`src/rtl/dma_avmm_master_arbiter_if.sv`:
```
// Bundle of requester-side and fabric-side signals around the DMA descriptor AVMM master.
// Latency: none, wires only.
// Backpressure: carries the per-requester wait requests and the fabric waitrequest.
// Ports: master = arbiter side; slave = requesters plus fabric (environment side).
interface dma_avmm_master_arbiter_if #(
  parameter int ADDR_W = 32,
  parameter int DATA_W = 32
);
  // fetch engine (read requester)
  logic                rd_req_i;
  logic [ADDR_W-1:0]   rd_addr_i;
  logic                rd_wait_req_o;
  logic [DATA_W-1:0]   rd_data_o;
  logic                rd_data_valid_o;
  // status-update engine (write requester)
  logic                wr_req_i;
  logic [ADDR_W-1:0]   wr_addr_i;
  logic [DATA_W-1:0]   wr_data_i;
  logic [DATA_W/8-1:0] wr_be_i;
  logic                wr_wait_req_o;
  // fabric master port
  logic [ADDR_W-1:0]   avm_address_o;
  logic                avm_read_o;
  logic                avm_write_o;
  logic [DATA_W-1:0]   avm_writedata_o;
  logic [DATA_W/8-1:0] avm_byteenable_o;
  logic                avm_waitrequest_i;
  logic [DATA_W-1:0]   avm_readdata_i;
  logic                avm_readdatavalid_i;
  // debug / CSR
  logic [3:0]          pend_rd_o;

  modport master (
    input  rd_req_i, rd_addr_i, wr_req_i, wr_addr_i, wr_data_i, wr_be_i,
           avm_waitrequest_i, avm_readdata_i, avm_readdatavalid_i,
    output rd_wait_req_o, rd_data_o, rd_data_valid_o, wr_wait_req_o,
           avm_address_o, avm_read_o, avm_write_o, avm_writedata_o, avm_byteenable_o,
           pend_rd_o
  );

  modport slave (
    output rd_req_i, rd_addr_i, wr_req_i, wr_addr_i, wr_data_i, wr_be_i,
           avm_waitrequest_i, avm_readdata_i, avm_readdatavalid_i,
    input  rd_wait_req_o, rd_data_o, rd_data_valid_o, wr_wait_req_o,
           avm_address_o, avm_read_o, avm_write_o, avm_writedata_o, avm_byteenable_o,
           pend_rd_o
  );
endinterface

```
`src/rtl/dma_avmm_master_arbiter.sv`:
```
// Round-robin share of one AVMM master between descriptor fetch (reads) and status write-back.
// Latency: 1 ARB cycle then the grant cycle(s); read data forwarded combinationally.
// Backpressure: ungranted requester sees wait_req=1; granted one sees fabric waitrequest.
// Ports: clk, reset_n (sync, active low), bus (master modport of dma_avmm_master_arbiter_if).
module dma_avmm_master_arbiter #(
  parameter int ADDR_W      = 32,
  parameter int DATA_W      = 32,
  parameter int MAX_PEND_RD = 4
) (
  input  logic                        clk,
  input  logic                        reset_n,
  dma_avmm_master_arbiter_if.master   bus
);
  localparam logic [3:0] MAX_P = 4'(MAX_PEND_RD);

  typedef enum logic [1:0] {
    ARB    = 2'd0,
    GNT_WR = 2'd1,
    GNT_RD = 2'd2
  } state_t;

  state_t              state, state_nxt;
  logic                last_grant_wr;   // 0 = last grant went to the read side
  logic [3:0]          pend_rd;
  logic                rd_eligible;
  logic                rd_accept;

  logic                avm_read, avm_write;
  logic [ADDR_W-1:0]   avm_address;
  logic [DATA_W-1:0]   avm_writedata;
  logic [DATA_W/8-1:0] avm_byteenable;
  logic                rd_wait_req, wr_wait_req;

  // A read is only considered once there is room for another response.
  assign rd_eligible = bus.rd_req_i && (pend_rd < MAX_P);
  assign rd_accept   = (state == GNT_RD) && !bus.avm_waitrequest_i;

  always_comb begin
    state_nxt      = state;
    avm_read       = 1'b0;
    avm_write      = 1'b0;
    avm_address    = '0;
    avm_writedata  = '0;
    avm_byteenable = '0;
    rd_wait_req    = 1'b1;
    wr_wait_req    = 1'b1;
    case (state)
      ARB: begin
        if (bus.wr_req_i && rd_eligible)
          state_nxt = last_grant_wr ? GNT_RD : GNT_WR;
        else if (bus.wr_req_i)
          state_nxt = GNT_WR;
        else if (rd_eligible)
          state_nxt = GNT_RD;
      end
      GNT_WR: begin
        avm_write      = 1'b1;
        avm_address    = bus.wr_addr_i;
        avm_writedata  = bus.wr_data_i;
        avm_byteenable = bus.wr_be_i;
        wr_wait_req    = bus.avm_waitrequest_i;
        if (!bus.avm_waitrequest_i)
          state_nxt = ARB;
      end
      GNT_RD: begin
        avm_read       = 1'b1;
        avm_address    = bus.rd_addr_i;
        avm_byteenable = '1;
        rd_wait_req    = bus.avm_waitrequest_i;
        if (!bus.avm_waitrequest_i)
          state_nxt = ARB;
      end
      default: state_nxt = ARB;
    endcase
  end

  always_ff @(posedge clk) begin
    if (!reset_n) begin
      state         <= ARB;
      last_grant_wr <= 1'b0;
      pend_rd       <= 4'd0;
    end else begin
      state <= state_nxt;
      if (state == ARB && state_nxt == GNT_WR)
        last_grant_wr <= 1'b1;
      else if (state == ARB && state_nxt == GNT_RD)
        last_grant_wr <= 1'b0;
      // Accept and response together cancel; a stray response at 0 is ignored.
      case ({rd_accept, bus.avm_readdatavalid_i})
        2'b10:   pend_rd <= pend_rd + 4'd1;
        2'b01:   if (pend_rd != 4'd0) pend_rd <= pend_rd - 4'd1;
        default: pend_rd <= pend_rd;
      endcase
    end
  end

  assign bus.avm_read_o       = avm_read;
  assign bus.avm_write_o      = avm_write;
  assign bus.avm_address_o    = avm_address;
  assign bus.avm_writedata_o  = avm_writedata;
  assign bus.avm_byteenable_o = avm_byteenable;
  assign bus.rd_wait_req_o    = rd_wait_req;
  assign bus.wr_wait_req_o    = wr_wait_req;
  assign bus.rd_data_o        = bus.avm_readdata_i;
  assign bus.rd_data_valid_o  = bus.avm_readdatavalid_i;
  assign bus.pend_rd_o        = pend_rd;
endmodule
```
`src/flat_wrapper.sv`:
```
// flat-port wrapper written by rule: the top's interface ports become plain ports
module dma_avmm_master_arbiter_flat 
#(
  parameter int ADDR_W      = 32,
  parameter int DATA_W      = 32,
  parameter int MAX_PEND_RD = 4
)
  (clk, reset_n, bus_rd_req_i, bus_rd_addr_i, bus_wr_req_i, bus_wr_addr_i, bus_wr_data_i, bus_wr_be_i, bus_avm_waitrequest_i, bus_avm_readdata_i, bus_avm_readdatavalid_i, bus_rd_wait_req_o, bus_rd_data_o, bus_rd_data_valid_o, bus_wr_wait_req_o, bus_avm_address_o, bus_avm_read_o, bus_avm_write_o, bus_avm_writedata_o, bus_avm_byteenable_o, bus_pend_rd_o);
  dma_avmm_master_arbiter_if #(.ADDR_W(ADDR_W), .DATA_W(DATA_W)) bus_i ();
  input  logic clk;
  input  logic reset_n;
  input wire logic [$bits(bus_i.rd_req_i)-1:0] bus_rd_req_i;
  input wire logic [$bits(bus_i.rd_addr_i)-1:0] bus_rd_addr_i;
  input wire logic [$bits(bus_i.wr_req_i)-1:0] bus_wr_req_i;
  input wire logic [$bits(bus_i.wr_addr_i)-1:0] bus_wr_addr_i;
  input wire logic [$bits(bus_i.wr_data_i)-1:0] bus_wr_data_i;
  input wire logic [$bits(bus_i.wr_be_i)-1:0] bus_wr_be_i;
  input wire logic [$bits(bus_i.avm_waitrequest_i)-1:0] bus_avm_waitrequest_i;
  input wire logic [$bits(bus_i.avm_readdata_i)-1:0] bus_avm_readdata_i;
  input wire logic [$bits(bus_i.avm_readdatavalid_i)-1:0] bus_avm_readdatavalid_i;
  output wire logic [$bits(bus_i.rd_wait_req_o)-1:0] bus_rd_wait_req_o;
  output wire logic [$bits(bus_i.rd_data_o)-1:0] bus_rd_data_o;
  output wire logic [$bits(bus_i.rd_data_valid_o)-1:0] bus_rd_data_valid_o;
  output wire logic [$bits(bus_i.wr_wait_req_o)-1:0] bus_wr_wait_req_o;
  output wire logic [$bits(bus_i.avm_address_o)-1:0] bus_avm_address_o;
  output wire logic [$bits(bus_i.avm_read_o)-1:0] bus_avm_read_o;
  output wire logic [$bits(bus_i.avm_write_o)-1:0] bus_avm_write_o;
  output wire logic [$bits(bus_i.avm_writedata_o)-1:0] bus_avm_writedata_o;
  output wire logic [$bits(bus_i.avm_byteenable_o)-1:0] bus_avm_byteenable_o;
  output wire logic [$bits(bus_i.pend_rd_o)-1:0] bus_pend_rd_o;
  assign bus_i.rd_req_i = bus_rd_req_i;
  assign bus_i.rd_addr_i = bus_rd_addr_i;
  assign bus_i.wr_req_i = bus_wr_req_i;
  assign bus_i.wr_addr_i = bus_wr_addr_i;
  assign bus_i.wr_data_i = bus_wr_data_i;
  assign bus_i.wr_be_i = bus_wr_be_i;
  assign bus_i.avm_waitrequest_i = bus_avm_waitrequest_i;
  assign bus_i.avm_readdata_i = bus_avm_readdata_i;
  assign bus_i.avm_readdatavalid_i = bus_avm_readdatavalid_i;
  assign bus_rd_wait_req_o = bus_i.rd_wait_req_o;
  assign bus_rd_data_o = bus_i.rd_data_o;
  assign bus_rd_data_valid_o = bus_i.rd_data_valid_o;
  assign bus_wr_wait_req_o = bus_i.wr_wait_req_o;
  assign bus_avm_address_o = bus_i.avm_address_o;
  assign bus_avm_read_o = bus_i.avm_read_o;
  assign bus_avm_write_o = bus_i.avm_write_o;
  assign bus_avm_writedata_o = bus_i.avm_writedata_o;
  assign bus_avm_byteenable_o = bus_i.avm_byteenable_o;
  assign bus_pend_rd_o = bus_i.pend_rd_o;
  dma_avmm_master_arbiter #(.ADDR_W(ADDR_W), .DATA_W(DATA_W), .MAX_PEND_RD(MAX_PEND_RD)) u_core (.clk(clk), .reset_n(reset_n), .bus(bus_i));
endmodule
```
`config.mk`:
```
export PLATFORM = sky130hd
export DESIGN_NAME = dma_avmm_master_arbiter_flat
export DESIGN_NICKNAME = d
export VERILOG_FILES = /design/src/rtl/dma_avmm_master_arbiter_if.sv /design/src/rtl/dma_avmm_master_arbiter.sv /design/src/flat_wrapper.sv
export SDC_FILE = /design/constraint.sdc
export NUM_CORES = 1
export LEC_CHECK = 0
export ABC_AREA = 1
export CAP_MARGIN = 5
export CORE_AREA = 2 2 96 98
export DETAILED_ROUTE_END_ITERATION = 6
export DIE_AREA = 0 0 98 100
export GPL_TIMING_DRIVEN = 0
export PLACE_DENSITY = 0.67
export SLEW_MARGIN = 0
export SYNTH_ARGS = -nofsm -noshare
export SYNTH_HDL_FRONTEND = slang
export SYNTH_SLANG_ARGS = --single-unit
```
`constraint.sdc`:
```
create_clock -name clk -period 3.5 [get_ports clk]
set_clock_uncertainty 0.15 [all_clocks]
set_input_delay 0.7 -clock clk [delete_from_list [all_inputs] [get_ports clk]]
set_output_delay 0.7 -clock clk [all_outputs]
set_load 0.02 [all_outputs]
```
==> flow_summary_export.csv, run 1 <==
group,metric,value,unit
sta,period_minus_slack,3180,ps
placement,dpl.hpwl,7100,µm
clocking,post_cts_buffers,0,
sta,timing.fmax,0.314,GHz
logic_synthesis,ys_dominant_reg_cell,"dfxtp_1",
sta,hold_viol_final,0,
drt,via_per_inst,4.09,
logic_synthesis,syn_area,1540,µm²
final_layout,diodes,0,
power_and_ir_drop,power.leakage,1.71,nW
placement,placedCellCount,617,
worst_setup_path,start_kind,"register",
logic_synthesis,yosysTopAreaCellShare,0.285,
global_route,overflow,0,
worst_setup_path,r2r-end,"u_core.bus.pend_rd_o[3]",
logic_synthesis,ys_ff_latch,7,
worst_hold_path,holdCritStartpoint,"u_core.bus.pend_rd_o[0]",
clocking,cts_buffers,3,
worst_setup_path,crit_fanout,10,
logic_synthesis,avgSynthCellArea,5.28,µm²
floorplanning,fp.dieH,100,µm
sta,rsz0062_at_grt,"no",
final_layout,syn_to_final_growth,151,%
run,maxCapViolCount,0,
logic_synthesis,synth_warnings,0,
drt,drt_iter0_drc,46,
final_layout,final_util,0.435,
clocking,clk_pin_slew,40,ps
logic_synthesis,syn_inst,292,
sta,tightestPinTransition,484,ps
drt,firstDrtPassIters,4,
global_route,antenna_found_initial,0,
sta,setup_viol,0,
floorplanning,die_x,98,µm
power_and_ir_drop,p_per_area,311,nW/µm²
sta,slew_viol_final,0,
sta,finalSetupTns,0,ps
worst_setup_path,critPathLaunch,"u_core.state[0]",
logic_synthesis,synth.most_common_cell,"nand2_1",
drt,vias,2534,
clocking,clk_path_buf_depth,2,
clocking,htreeDepth,1,
floorplanning,die_area,9800,µm²
sta,timing.hold.ws,353,ps
drt,antenna_left,0,
clocking,clock_latency,230,ps
power_and_ir_drop,power,1.20,mW
power_and_ir_drop,irDropWorstVdd,0.345,mV
placement,gp_congestion,0.855,
final_layout,nets,655,
final_layout,layout-drive-gt1-share,0.102,
worst_setup_path,worstPathRequired,2650,ps
worst_setup_path,rrSetupSlack,1250,ps
logic_synthesis,synthTopCellsByCount,"nand2_1 (117), a21oi_1 (42), inv_1 (42)",
logic_synthesis,async_flop_share,0,
placement,place_area,3820,µm²
placement,io_buffers,214,
global_route,grt_pass1_vias,2347,
final_layout,fin_area,3870,µm²
global_route,grt_usage,0.150,
floorplanning,coreArea,8890,µm²
sta,slew_headroom,0.677,
worst_setup_path,arrival,2330,ps
global_route,grt_pass1_wl,12100,µm
logic_synthesis,synth.distinct_cells,25,
floorplanning,rows,35,
logic_synthesis,synth_top_cell_by_area,"nand2_1",
floorplanning,start_util,0.173,
logic_synthesis,synth_edf_count,0,
logic_synthesis,syn_nets,437,
worst_setup_path,r2r-start,"u_core.state[0]",
sta,fin_crit_sh,0.909,
drt,remaining_drc_errors,0,
final_layout,fin_cells,620,
drt,wirelength,8050,µm
sta,layout_setup_ws,319,ps
logic_synthesis,yosysSeqAreaShare,0.0909,
global_route,grt_max_degree,11,
clocking,cts_tree,"done",
worst_hold_path,hold_path.class,"reg -> reg",
floorplanning,pin_count,247,
worst_setup_path,crit_path_end,"bus_avm_address_o[15]",
clocking,cts.sinks,7,
clocking,cts_root_buf,"clkbuf_8",
worst_setup_path,critPathCaptureType,"output pin",
placement,place_worst_setup_slack,301,ps
logic_synthesis,synth_area_leaders,"nand2_1 (28%), buf_4 (16%), a21oi_1 (14%), inv_1 (10%), dfxtp_1 (9.1%)",
drt,avgRoutedWirePerCell,13.0,µm
worst_setup_path,r2r_cells,13,
worst_setup_path,path_class,"reg -> out",
outcome,status,"finished clean",
==> power by group <==
part / switching (mW) / internal (mW) / leakage (nW)
Combinational: 0.505 / 0.447 / 1.63
Sequential: 0.0281 / 0.107 / 0.0577
Clock: 0.0361 / 0.0789 / 0.0228
Total: 0.569 / 0.634 / 1.71
==> worst max-delay path: stages (launching register included) <==
cell	delay, ps
dfxtp_1	340
inv_1	100
ha_1	190
buf_6	170
clkbuf_1	400
nand2_1	110
a21oi_1	160
clkdlybuf4s50_1	640
==> cells in the final DEF (no fill, tap or decap), types with 2 or more instances in the layout <==
cell / count
nor2_1: 5
nand2_4: 2
clkbuf_2: 3
clkdlybuf4s50_1: 214
buf_4: 33
o21ai_1: 2
nand2_1: 117
buf_2: 2
nand3_1: 7
clkbuf_8: 3
inv_2: 3
a21oi_1: 42
inv_1: 42
ha_1: 6
dfxtp_1: 7
clkbuf_1: 9
==> layout make-up <==
type                    instances  area [µm²]
clock buffers                   4        45.0
repair buffers                214        2140
flip-flops and latches          7         140
inverters                      47         178
well taps                     111         139
plain buffers                  47         314
multi-input cells             190         910
fillers                       910        5020
==> layer usage <==
layer / wire length, µm / track usage / vias up
met1: 3000 / 0.172 / 1116
met3: 629 / 0.0279 / 11
met2: 4280 / 0.289 / 130
met5: 0 / 0 / -
li1: - / - / 1277
met4: 130 / 0.0331 / 0
==> logic make-up (layout without fill, tap and decap cells) <==
group	after synthesis	in the layout	share of synthesized area
AOI/OAI and AO/OA	47	47	0.164
DFF	7	7	0.0909
adders and majority gates	7	7	0.0617
buffers and inverters	95	312	0.319
xor gates and xnor gates	1	1	0.00568
and+or+nand+nor	135	135	0.359
==> timing repair <==
action,CTS,global route
gates resized for setup,0,6
hold buffers,0,0
setup endpoints to repair,0,30
==> how the worst min path moves through the flow <==
stage	endpoint	slack [ps]	depth (start not counted)
6_report	u_core.bus.pend_rd_o[0]	350	1
5_1_grt	u_core.bus.pend_rd_o[0]	420	1
4_1_cts	u_core.bus.pend_rd_o[0]	360	1
3_5_place_dp	u_core.bus.pend_rd_o[0]	340	1
3_3_place_gp	u_core.bus.pend_rd_o[0]	340	1
2_1_floorplan	u_core.last_grant_wr	330	2
==> registers in the layout (all words and copies together) (netlist names) <==
signal,flops
u_core.bus.pend_rd_o,4
u_core.state,2
u_core.last_grant_wr,1
(Power assumes the default switching activity.)
==> run 2: changes to the inputs <==
--- a/config.mk
+++ b/config.mk
@@ -7,11 +7,11 @@
 export LEC_CHECK = 0
 export ABC_AREA = 1
 export CAP_MARGIN = 5
-export CORE_AREA = 2 2 96 98
+export CORE_AREA = 2 2 95 97
 export DETAILED_ROUTE_END_ITERATION = 6
-export DIE_AREA = 0 0 98 100
+export DIE_AREA = 0 0 97 99
+export DONT_BUFFER_PORTS = 1
 export GPL_TIMING_DRIVEN = 0
-export PLACE_DENSITY = 0.67
 export SLEW_MARGIN = 0
 export SYNTH_ARGS = -nofsm -noshare
 export SYNTH_HDL_FRONTEND = slang
==> run 2 against run 1 <==
Worst hold slack better by 32 ps. Largest cell class is now multi-input combinational cells. Sequential power is 20% higher. Non-clock buffer count is 213 lower. Register-to-register slack worse by 260 ps. Clock power is 4% higher. Sequential share of layout area is 4.5 points higher. Maximum frequency is 1.7% lower. Cell count is 35% lower. Setup slack worse by 56 ps. Highest routed layer unchanged. Power is 27% lower.
==> flow_summary_export.csv, run 2 (synthesis gave the netlist of run 1 again) <==
group,metric,value,unit
clocking,htreeDepth,1,
final_layout,final_util,0.201,
worst_setup_path,path_buf_inv,3,
sta,timing.fmax,0.309,GHz
global_route,use_met1,0.138,
worst_setup_path,critPathCaptureType,"output pin",
clocking,post_cts_buffers,0,
worst_setup_path,path_common_cell,"clkbuf_1",
global_route,grt_pass1_vias,1591,
worst_setup_path,start_kind,"register",
power_and_ir_drop,p_per_area,509,nW/µm²
global_route,busiest_layer,"met2",
final_layout,filler_cell_count,1007,
floorplanning,die_area,9600,µm²
floorplanning,rows,34,
clocking,cts_root_buf,"clkbuf_8",
worst_setup_path,r2r-start,"u_core.state[0]",
sta,rsz0062_at_grt,"no",
final_layout,syn_to_final_growth,11.7,%
worst_setup_path,arrival,2390,ps
clocking,clk_path_buf_depth,2,
worst_setup_path,slowest_stage,"a21oi_1",
drt,via_per_inst,4.45,
power_and_ir_drop,power.leakage,0.898,nW
worst_setup_path,r2r-end,"u_core.bus.pend_rd_o[3]",
worst_setup_path,critPathTopFamily,"buffers and inverters",
worst_setup_path,worstPathRequired,2650,ps
power_and_ir_drop,power,0.876,mW
floorplanning,coreArea,8550,µm²
worst_setup_path,critPathLaunch,"u_core.state[1]",
worst_setup_path,cp.depth,6,
final_layout,largest_reg_flops,4,
floorplanning,die_x,97,µm
final_layout,layout-drive-gt1-share,0.166,
sta,timing.hold.ws,385,ps
drt,remaining_drc_errors,0,
final_layout,fin_cells,404,
floorplanning,fp.dieH,99,µm
final_layout,layout_common_cells,"nand2_1 (117), inv_1 (42), a21oi_1 (42)",
worst_setup_path,path_cells,"inv_1, ha_1, clkbuf_1, clkbuf_1, nand2_1, a21oi_1",
worst_hold_path,hold_path.class,"reg -> reg",
final_layout,fin_area,1720,µm²
sta,tightestPinTransition,583,ps
placement,dpl.hpwl,5510,µm
clocking,cts_buffers,3,
placement,io_buffers,0,
global_route,grt_pass1_wl,8970,µm
drt,avgRoutedWirePerCell,16.0,µm
clocking,cts_resized,0,
drt,firstDrtPassIters,4,
sta,period_minus_slack,3240,ps
worst_setup_path,path_class,"reg -> out",
worst_setup_path,crit_fanout,10,
global_route,antenna_found_initial,0,
outcome,status,"finished clean",
placement,place_worst_setup_slack,439,ps
clocking,cts_tree,"done",
clocking,cts.sinks,7,
sta,fin_crit_sh,0.925,
sta,slew_headroom,0.611,
sta,layout_setup_ws,263,ps
drt,wirelength,6480,µm
sta,hold_viol_final,0,
global_route,grtUsageMet3,0.0220,
global_route,grt_usage,0.118,
sta,setup_viol,0,
drt,antenna_left,0,
worst_setup_path,crit_path_end,"bus_avm_address_o[8]",
placement,placedCellCount,400,
worst_setup_path,critPathMaxStageDelay,450,ps
power_and_ir_drop,irDropWorstVdd,0.357,mV
worst_setup_path,rrSetupSlack,990,ps
worst_hold_path,whs_path_depth,2,
final_layout,diodes,0,
clocking,clock_latency,230,ps
global_route,grtUsageMet2,0.221,
final_layout,mostFrequentLayoutCell,"nand2_1",
floorplanning,pin_count,247,
run,maxCapViolCount,0,
global_route,grt_max_degree,11,
clocking,postCtsHoldBufs,0,
placement,place_area,1680,µm²
sta,finalSetupTns,0,ps
drt,drt_iter0_drc,64,
floorplanning,start_util,0.180,
worst_setup_path,r2r_cells,13,
clocking,clk_pin_slew,40,ps
sta,slew_viol_final,0,
placement,gp_congestion,0.891,
global_route,overflow,0,
drt,vias,1799,
final_layout,nets,442,
[run 2: worst min-delay path by stage]
stage | slack (ps) | endpoint | start
global placement | 360 | u_core.last_grant_wr | u_core.last_grant_wr
finish | 390 | u_core.last_grant_wr | u_core.last_grant_wr
floorplan | 330 | u_core.last_grant_wr | u_core.last_grant_wr
global route | 430 | u_core.last_grant_wr | u_core.last_grant_wr
CTS | 390 | u_core.last_grant_wr | u_core.last_grant_wr
detailed placement | 370 | u_core.last_grant_wr | u_core.last_grant_wr
[run 2: final cells by class]
| type | count | area (µm²) | share of cell area |
|---|---|---|---|
| Inverter | 47 | 178 | 0.103 |
| Multi-Input combinational cell | 190 | 910 | 0.528 |
| Tap cell | 108 | 135 | 0.0785 |
| Clock buffer | 4 | 45.0 | 0.0262 |
| Buffer | 48 | 314 | 0.182 |
| Sequential cell | 7 | 140 | 0.0814 |
[run 2: layer usage]
layer	up-vias	routed length [µm]
met5	-	0
met4	0	68
met3	6	563
met2	127	3410
met1	814	2440
li1	852	-
[run 2: worst register-to-register path: stages (launching register included)]
cell and delay [ps]:
dfxtp_1 350, inv_1 100, ha_1 320, buf_6 210, nand2_8 90, nand2_4 90
clkinv_2 90, ha_1 330, a21oi_1 180, nand2_1 80, nand2_1 100, nand2_4 60
nor3_1 180, nor2_1 80
[run 2: power breakdown]
| group | total, mW | switching, mW | leakage (nW) | internal, mW |
|---|---|---|---|---|
| combinational | 0.594 | 0.435 | 0.818 | 0.159 |
| sequential | 0.162 | 0.0552 | 0.0577 | 0.107 |
| clock | 0.120 | 0.0408 | 0.0228 | 0.0793 |
==> run 3: changes to the inputs <==
--- a/config.mk
+++ b/config.mk
@@ -5,11 +5,10 @@
 export SDC_FILE = /design/constraint.sdc
 export NUM_CORES = 1
 export LEC_CHECK = 0
-export ABC_AREA = 1
 export CAP_MARGIN = 5
-export CORE_AREA = 2 2 95 97
+export CORE_AREA = 2 2 97 99
 export DETAILED_ROUTE_END_ITERATION = 6
-export DIE_AREA = 0 0 97 99
+export DIE_AREA = 0 0 99 101
 export DONT_BUFFER_PORTS = 1
 export GPL_TIMING_DRIVEN = 0
 export SLEW_MARGIN = 0
==> run 3 against run 2 <==
Combinational power up 40%. Largest power group unchanged. Area after synthesis down 1.6%. Clock power down 8%. Sequential share of layout area up 0.10 points. Critical endpoint is now bus_avm_writedata_o[24]. Maximum frequency up 1.6%. Sequential power up 9%.
==> flow_summary_export.csv, run 3 <==
group,metric,value,unit
outcome,status,"finished clean",
final_layout,multi_input_area,1040,µm²
power_and_ir_drop,switching_share,0.563,
placement,gp_congestion,0.768,
clocking,cts_buffers,3,
final_layout,nets,363,
global_route,overflow,0,
power_and_ir_drop,power,1.12,mW
clocking,post_cts_buffers,0,
worst_setup_path,crit_fanout,10,
sta,fin_crit_sh,0.911,
sta,timing.fmax,0.314,GHz
worst_hold_path,whs_path_depth,2,
logic_synthesis,syn_inst,213,
floorplanning,coreArea,8980,µm²
global_route,grt_pass1_vias,1254,
final_layout,fin_area,1700,µm²
logic_synthesis,yosysSeqAreaShare,0.0924,
power_and_ir_drop,power_frac_comb,0.744,
logic_synthesis,syn_area,1520,µm²
global_route,grt_pass1_wl,6780,µm
worst_hold_path,hold_path.class,"reg -> reg",
sta,tightestPinTransition,522,ps
clocking,cts.sinks,7,
drt,antenna_left,0,
sta,setup_viol,0,
placement,place_area,1660,µm²
logic_synthesis,ys_dominant_reg_cell,"dfxtp_1",
sta,period_minus_slack,3190,ps
clocking,clk_pin_slew,40,ps
global_route,grt_usage,0.0890,
final_layout,layout_common_cells,"nor2b_1 (36), buf_4 (33), a22oi_1 (32), and2_1 (32), clkbuf_1 (13)",
worst_setup_path,arrival,2340,ps
logic_synthesis,synth.most_common_cell,"nor2b_1",
final_layout,mostFrequentLayoutCell,"nor2b_1",
run,maxCapViolCount,0,
sta,layout_setup_ws,313,ps
power_and_ir_drop,power_frac_seq,0.158,
worst_setup_path,start_kind,"register",
sta,timing.hold.ws,443,ps
floorplanning,die_x,99,µm
power_and_ir_drop,p_per_area,659,nW/µm²
drt,avgRoutedWirePerCell,17.1,µm
final_layout,final_util,0.189,
drt,remaining_drc_errors,0,
global_route,grt_max_degree,11,
logic_synthesis,synth.distinct_cells,32,
sta,finalSetupTns,0,ps
sta,hold_viol_final,0,
worst_setup_path,critPathCaptureType,"output pin",
final_layout,largest_reg_flops,4,
logic_synthesis,avgSynthCellArea,7.12,µm²
clocking,cts_resized,0,
final_layout,diodes,0,
floorplanning,rows,35,
worst_setup_path,critPathMaxStageDelay,440,ps
worst_setup_path,path_common_cell,"clkbuf_1",
power_and_ir_drop,power.leakage,0.613,nW
logic_synthesis,async_flop_share,0,
worst_setup_path,r2r_cells,11,
logic_synthesis,yosysTopAreaCellShare,0.163,
final_layout,filler_cell_count,981,
sta,rsz0062_at_grt,"no",
placement,io_buffers,0,
clocking,cts_tree,"done",
floorplanning,die_area,10000,µm²
worst_setup_path,path_cells,"inv_1, ha_1, clkbuf_1, clkbuf_1, clkbuf_1, and2_1",
sta,slew_viol_final,0,
final_layout,syn_to_final_growth,12.1,%
placement,dpl.hpwl,4970,µm
clocking,cts_root_buf,"clkbuf_8",
logic_synthesis,ys_ff_latch,7,
floorplanning,start_util,0.169,
placement,place_worst_setup_slack,447,ps
final_layout,fin_cells,328,
power_and_ir_drop,intPower,0.489,mW
final_layout,register_area,140,µm²
logic_synthesis,syn_nets,358,
clocking,postCtsHoldBufs,0,
drt,vias,1532,
logic_synthesis,synth_warnings,0,
drt,firstDrtPassIters,4,
worst_setup_path,path_class,"reg -> out",
final_layout,layout-drive-gt1-share,0.180,
placement,placedCellCount,324,
clocking,clk_path_buf_depth,2,
logic_synthesis,synthTopCellsByCount,"nor2b_1 (36), buf_4 (33), a22oi_1 (32), and2_1 (32), clkbuf_1 (12)",
logic_synthesis,synth_area_leaders,"buf_4 (16%), a22oi_1 (16%), nor2b_1 (15%), and2_1 (13%), dfxtp_1 (9.2%)",
sta,slew_headroom,0.652,
drt,via_per_inst,4.67,
global_route,antenna_found_initial,0,
power_and_ir_drop,clkPwrFrac,0.098,
floorplanning,pin_count,247,
power_and_ir_drop,p_sw,0.631,mW
floorplanning,fp.dieH,101,µm
drt,wirelength,5620,µm
logic_synthesis,synth_edf_count,0,
clocking,htreeDepth,1,
worst_setup_path,slowest_stage,"clkbuf_1",
worst_setup_path,worstPathRequired,2650,ps
power_and_ir_drop,irDropWorstVdd,0.148,mV
clocking,clock_latency,220,ps
drt,drt_iter0_drc,47,
logic_synthesis,synth_top_cell_by_area,"buf_4",
## run 3: area by class of cell
type	count	share of cell area
plain buffers	49	0.182
flip-flops and latches	7	0.0824
multi-input cells	151	0.614
well taps	111	0.0817
clock buffers	4	0.0265
inverters	6	0.0132
## run 3: power by group through the flow
| stage | clock (mW) | combinational (mW) | sequential [mW] |
|---|---|---|---|
| floorplan | 0 | 0.702 | 0.169 |
| global placement | 0 | 0.828 | 0.178 |
| detailed placement | 0 | 0.849 | 0.179 |
| CTS | 0.114 | 0.851 | 0.178 |
| global route | 0.120 | 0.914 | 0.182 |
| finish | 0.110 | 0.834 | 0.177 |
## run 3: cell families after synthesis
group / count (synthesis) / synth area share
flops: 7 / 0.0924
xor+xnor: 1 / 0.00578
compound gates: 50 / 0.233
buf+inv: 55 / 0.219
simple gates: 91 / 0.374
mux: 2 / 0.0132
fa+ha+maj: 7 / 0.0627
## run 3: per-layer routing
metal | GRT usage | part of all wire | wire, µm
met5 | 0 | 0 | 0
met3 | 0.0208 | 0.089 | 501
met4 | 0.0158 | 0.0041 | 23
met2 | 0.161 | 0.52 | 2920
met1 | 0.109 | 0.39 | 2170
## run 3: path summary, 6_finish.rpt
check	startpoint	end	slack, ps
hold / removal	u_core.bus.pend_rd_o[3]	u_core.bus.pend_rd_o[3]	440
setup reg to reg	u_core.state[0]	u_core.bus.pend_rd_o[3]	610
hold reg to reg	u_core.bus.pend_rd_o[3]	u_core.bus.pend_rd_o[3]	440
setup / recovery	u_core.state[1]	bus_avm_writedata_o[24]	310
## run 3: critical path: cells and delay by family (launching register included)
family,cells,cell delay (ps)
flip-flops,1,320
buffers and inverters,4,1150
adder cells (fa/ha/maj),1,320
AND/OR/NAND/NOR,1,330
